**src/rtl/alu_issue_reg.sv**
```systemverilog
// Purpose: single-entry ALU issue register with EX/WB operand forwarding and WB snoop while held.
// Latency: 1 cycle from capture to out_valid; one instruction per cycle when out_ready stays high.
// Backpressure: in_ready = !out_valid || out_ready; a held entry stalls and keeps snooping WB.
module alu_issue_reg #(
    parameter int XLEN = 32,
    parameter int RIDX = 5
) (
    input  logic            clk,
    input  logic            rst,

    // decode-stage offer
    input  logic            in_valid,
    output logic            in_ready,
    input  logic [RIDX-1:0] rs1_idx,
    input  logic [RIDX-1:0] rs2_idx,
    input  logic [XLEN-1:0] rs1_data,
    input  logic [XLEN-1:0] rs2_data,
    input  logic [XLEN-1:0] imm,
    input  logic            use_imm,
    input  logic [2:0]      alu_ctl_in,
    input  logic [RIDX-1:0] rd_idx_in,
    input  logic            rd_we_in,

    // result buses
    input  logic            ex_we,
    input  logic [RIDX-1:0] ex_rd,
    input  logic [XLEN-1:0] ex_data,
    input  logic            wb_we,
    input  logic [RIDX-1:0] wb_rd,
    input  logic [XLEN-1:0] wb_data,

    input  logic            flush,

    // ALU side
    output logic            out_valid,
    input  logic            out_ready,
    output logic [XLEN-1:0] a,
    output logic [XLEN-1:0] b,
    output logic [2:0]      alu_control,
    output logic [RIDX-1:0] rd_idx,
    output logic            rd_we,
    output logic [15:0]     stall_count
);

    localparam int SHW = $clog2(XLEN);

    localparam logic [2:0] ALU_SHL = 3'b011;
    localparam logic [2:0] ALU_SHR = 3'b100;

    // held payload
    logic [XLEN-1:0] a_reg;
    logic [XLEN-1:0] b_reg;
    logic [RIDX-1:0] rs1_q;
    logic [RIDX-1:0] rs2_q;
    logic            b_is_reg;

    // control
    logic            capture;
    logic            holding;
    logic            snoop_a;
    logic            snoop_b;
    logic [XLEN-1:0] rs1_fwd;
    logic [XLEN-1:0] rs2_fwd;
    logic [XLEN-1:0] b_next;
    logic            is_shift;

    assign in_ready = !out_valid || out_ready;
    assign capture  = in_valid && in_ready && !flush;
    assign holding  = out_valid && !out_ready;

    // Resolve rs1 at capture: EX beats WB beats register file; x0 never forwards.
    always_comb begin
        rs1_fwd = rs1_data;
        if (rs1_idx != '0) begin
            if (ex_we && (ex_rd == rs1_idx)) begin
                rs1_fwd = ex_data;
            end else if (wb_we && (wb_rd == rs1_idx)) begin
                rs1_fwd = wb_data;
            end
        end
    end

    // Resolve rs2 at capture with the same priority, then pick immediate or register for b.
    always_comb begin
        rs2_fwd = rs2_data;
        if (rs2_idx != '0) begin
            if (ex_we && (ex_rd == rs2_idx)) begin
                rs2_fwd = ex_data;
            end else if (wb_we && (wb_rd == rs2_idx)) begin
                rs2_fwd = wb_data;
            end
        end
        b_next = use_imm ? imm : rs2_fwd;
    end

    // A stalled entry only watches WB; EX results for it will reappear on WB later.
    assign snoop_a = holding && wb_we && (wb_rd != '0) && (wb_rd == rs1_q);
    assign snoop_b = holding && wb_we && (wb_rd != '0) && (wb_rd == rs2_q) && b_is_reg;

    // Occupancy flag: flush wins over everything, otherwise fill on capture or drain on consume.
    always_ff @(posedge clk or posedge rst) begin
        if (rst) begin
            out_valid <= 1'b0;
        end else if (flush) begin
            out_valid <= 1'b0;
        end else if (capture) begin
            out_valid <= 1'b1;
        end else if (out_ready) begin
            out_valid <= 1'b0;
        end
    end

    // Payload: load on capture, otherwise refresh operands from WB while stalled; flush leaves it alone.
    always_ff @(posedge clk or posedge rst) begin
        if (rst) begin
            a_reg       <= '0;
            b_reg       <= '0;
            alu_control <= 3'b000;
            rd_idx      <= '0;
            rd_we       <= 1'b0;
            rs1_q       <= '0;
            rs2_q       <= '0;
            b_is_reg    <= 1'b0;
        end else if (capture) begin
            a_reg       <= rs1_fwd;
            b_reg       <= b_next;
            alu_control <= alu_ctl_in;
            rd_idx      <= rd_idx_in;
            rd_we       <= rd_we_in;
            rs1_q       <= rs1_idx;
            rs2_q       <= rs2_idx;
            b_is_reg    <= !use_imm;
        end else begin
            if (snoop_a) begin
                a_reg <= wb_data;
            end
            if (snoop_b) begin
                b_reg <= wb_data;
            end
        end
    end

    // Saturating count of cycles spent holding a valid entry the ALU would not take.
    always_ff @(posedge clk or posedge rst) begin
        if (rst) begin
            stall_count <= 16'h0000;
        end else if (holding && !flush && (stall_count != 16'hFFFF)) begin
            stall_count <= stall_count + 16'h0001;
        end
    end

    // Shifts only consume the low log2(XLEN) bits of b, so the rest is masked off at the port.
    assign is_shift = (alu_control == ALU_SHL) || (alu_control == ALU_SHR);
    assign a        = a_reg;
    assign b        = is_shift ? {{(XLEN-SHW){1'b0}}, b_reg[SHW-1:0]} : b_reg;

endmodule

```
**config.mk**
```make
export PLATFORM = sky130hd
export DESIGN_NAME = alu_issue_reg
export DESIGN_NICKNAME = d
export VERILOG_FILES = /design/src/rtl/alu_issue_reg.sv
export SDC_FILE = /design/constraint.sdc
export NUM_CORES = 1
export LEC_CHECK = 0
export CAP_MARGIN = 0
export CORE_MARGIN = 4
export CORE_UTILIZATION = 47
export DETAILED_ROUTE_END_ITERATION = 7
export HOLD_SLACK_MARGIN = 0.1
export PLACE_DENSITY_LB_ADDON = 0.3
export SLEW_MARGIN = 20
export SYNTH_ARGS = -nofsm -noshare
export SYNTH_HDL_FRONTEND = slang
export SYNTH_SLANG_ARGS = --single-unit
```
**constraint.sdc**
```tcl
create_clock -name clk -period 9.8 [get_ports clk]
set_input_delay 1.47 -clock clk [delete_from_list [all_inputs] [get_ports clk]]
set_output_delay 1.47 -clock clk [all_outputs]
set_load 0.01 [all_outputs]
```
==> metrics.txt <==
status=completed; DR pass1 iterations=6; Core Region=0.0145 mm2; Via-to-Cell Ratio=6.31; placed insts=1119; Routed WL per cell=23.1 um; first-pass GRT wire length=39700 um; final cycle utilization of the critical path=44.0%; critical path peak fanout=5; dpl hpwl=18200 um; Tot GR Track Use=30.6%; ranking of synthesized cells by area=dfrtp_1 (37%), a221oi_2 (9.4%), mux2i_1 (7.4%); R2R Path End=a[15]$_DFFE_PP0P_; Fillers=1142; Worst Slack Setup Final=5490 ps; Post-CTS Setup Inserts=0; cts bufs inserted=9; Antenna Cells=0; Most used DFF post-synth=dfrtp_1; leakage=3.90 nW; met3 WL=2760 um; R2R depth=6; largest area contributor in the netlist=dfrtp_1; CP Launch Type=primary input; hold path start=rd_idx[3]$_DFFE_PP0P_; Hold-fix buffers, CTS=0; worst hold path endpoint=rd_idx[3]$_DFFE_PP0P_; Rows=44; worst slew pin tran=1120 ps; GPL Wtd Cong=0.889; Crit path arrival time=2840 ps; post-layout min period=4310 ps; Yosys reg bits=101; max_slew headroom=24.8%; CTS H-tree lvls=3; vias in the first global route=6951; DR top layer=met5; Worst Clk Skew=6.32 ps; drc violations=0; final-report setup violation count=0; type of the most critical hold path=flip-flop to flip-flop; largest net degree at the start of global routing=71; # resized after CTS=0; setup slack, reg-to-reg=6920 ps; Setup WS pre-CTS=5320 ps; most common cell after layout, fill and taps aside=clkdlybuf4s50_1; met1 wire length=10200 um; GR Overflow Total=0; Port Buffer Count=287; Clock Pin Slew Worst Setup and Hold Paths=70 ps; synthesis-to-layout area growth=45.7%; CTS tree=yes; crit path kind=primary input to primary output; Syn Nets=905; RSZ-0062 raised after global routing=no; Crit. End Element=primary output; die width=129 um; Fin. Hold Viols=0; initial antenna violation count=1; synth warn=0; Reg-to-Reg Start=out_valid$_DFFE_PP0P_; most frequent cells in the layout=clkdlybuf4s50_1 (287), dfrtp_1 (101), nand2_1 (66), nand3_1 (59), mux2i_1 (51); routed wl met2=12300 um; Netlist cell types=50; Pwr Total=0.00138 W; Max Slew Vio Count=0; CTS Root Cell=clkbuf_16; post-synthesis sequential area ratio=36.6%; post-route ant nets=0; CTS sink cnt=101; Die Ht=129 um; TNS Setup=0 ps; Util after Layout=69.4%; syn_area_per_cell=9.76 um2; share of the synthesized area in the top cell type=36.6%; VDD IR max=0.143 mV; non-filler instance count after layout=1135; clock latency on the worst-skew pair=360 ps; Ports=288; routed wire length=26200 um; vias=7164; Max-Cap Viols=0; Min-Delay Path Depth=2; FMAX=232 MHz; Clock Path Buffers=2; Initial Utilization=47.7%; Synth Cell Area=0.00690 mm2; Iteration-0 DRC Markers=827; DIE AREA=0.0167 mm2; Mapped Cells=707; async set-or-reset flop fraction in the synthesized netlist=100%; fraction of layout cells with a size suffix above 1=9.78%; WP data required=8330 ps; number of synthesized flops with an enable pin=0; Final nets=1144; PwrDens=137 mW/mm2
==> stage by stage <==
stage | hold slack, ps | area [um2]
floorplan | 450 | 6900
global placement | 458 | 9750
detailed placement | 466 | 9750
CTS | 485 | 10100
global route | 507 | 10100
finish | 484 | 10100
==> worst max-delay path by stage <==
stage	startpoint	to	slack (ps)	cells past startpoint
2_1_floorplan	rst	a[0]$_DFFE_PP0P_	5680	1
3_5_place_dp	wb_rd[3]	a[15]$_DFFE_PP0P_	5320	7
3_3_place_gp	wb_rd[3]	a[20]$_DFFE_PP0P_	5410	7
6_report	out_ready	in_ready	5490	4
5_1_grt	out_ready	in_ready	5410	4
4_1_cts	out_ready	in_ready	5480	4
==> layer usage <==
metal / vias to the layer above / track usage, %
li1: 3180 / -
met1: 3451 / 39.2
met2: 448 / 50.0
met3: 83 / 8.20
met4: 2 / 10.8
met5: - / 0
==> cell type report <==
type | instances | area [um2] | area share (%)
multi-input combinational | 525 | 3970 | 39.4
tap | 184 | 230 | 2.29
clock buffer | 9 | 225 | 2.24
timing repair buffer | 305 | 3010 | 29.9
inverter | 4 | 17.5 | 0.174
sequential | 101 | 2530 | 25.1
clock inverter | 7 | 81.3 | 0.809
==> cells in the mapped netlist, drive strengths merged, types with 17 or more instances <==
cell type,n
dfrtp,101
nand2,66
nand3,59
mux2i,51
nor3,47
a221oi,45
buf,40
clkbuf,37
a22oi,32
xnor2,31
and2,30
o221ai,19
nand4b,18
o311ai,18
and3,17
==> worst max-delay path, cell delays in order <==
cell             delay, ps
clkdlybuf4s50_1        440
and2b_1                250
inv_1                  120
clkdlybuf4s50_1        550
==> logic make-up (layout without fill, tap and decap cells) <==
logic type	Yosys count	count (layout)	synth area share [%]
AND/OR/NAND/NOR	277	277	21.9
AO/OA/AOI/OAI	150	150	21.7
flip-flops	101	101	36.6
buffers and inverters	81	325	6.33
multiplexers	52	52	7.56
XOR/XNOR	45	45	5.71
adder cells (fa/ha/maj)	1	1	0.181
==> report_power, final <==
group / switching (W) / total [W] / internal [W]
logic: 0.000205 / 0.000472 / 0.000267
clock network: 0.000176 / 0.000378 / 0.000202
registers: 0.0000479 / 0.000530 / 0.000482
total: 0.000429 / 0.00138 / 0.000951
Power figures use the tool's default switching activity.
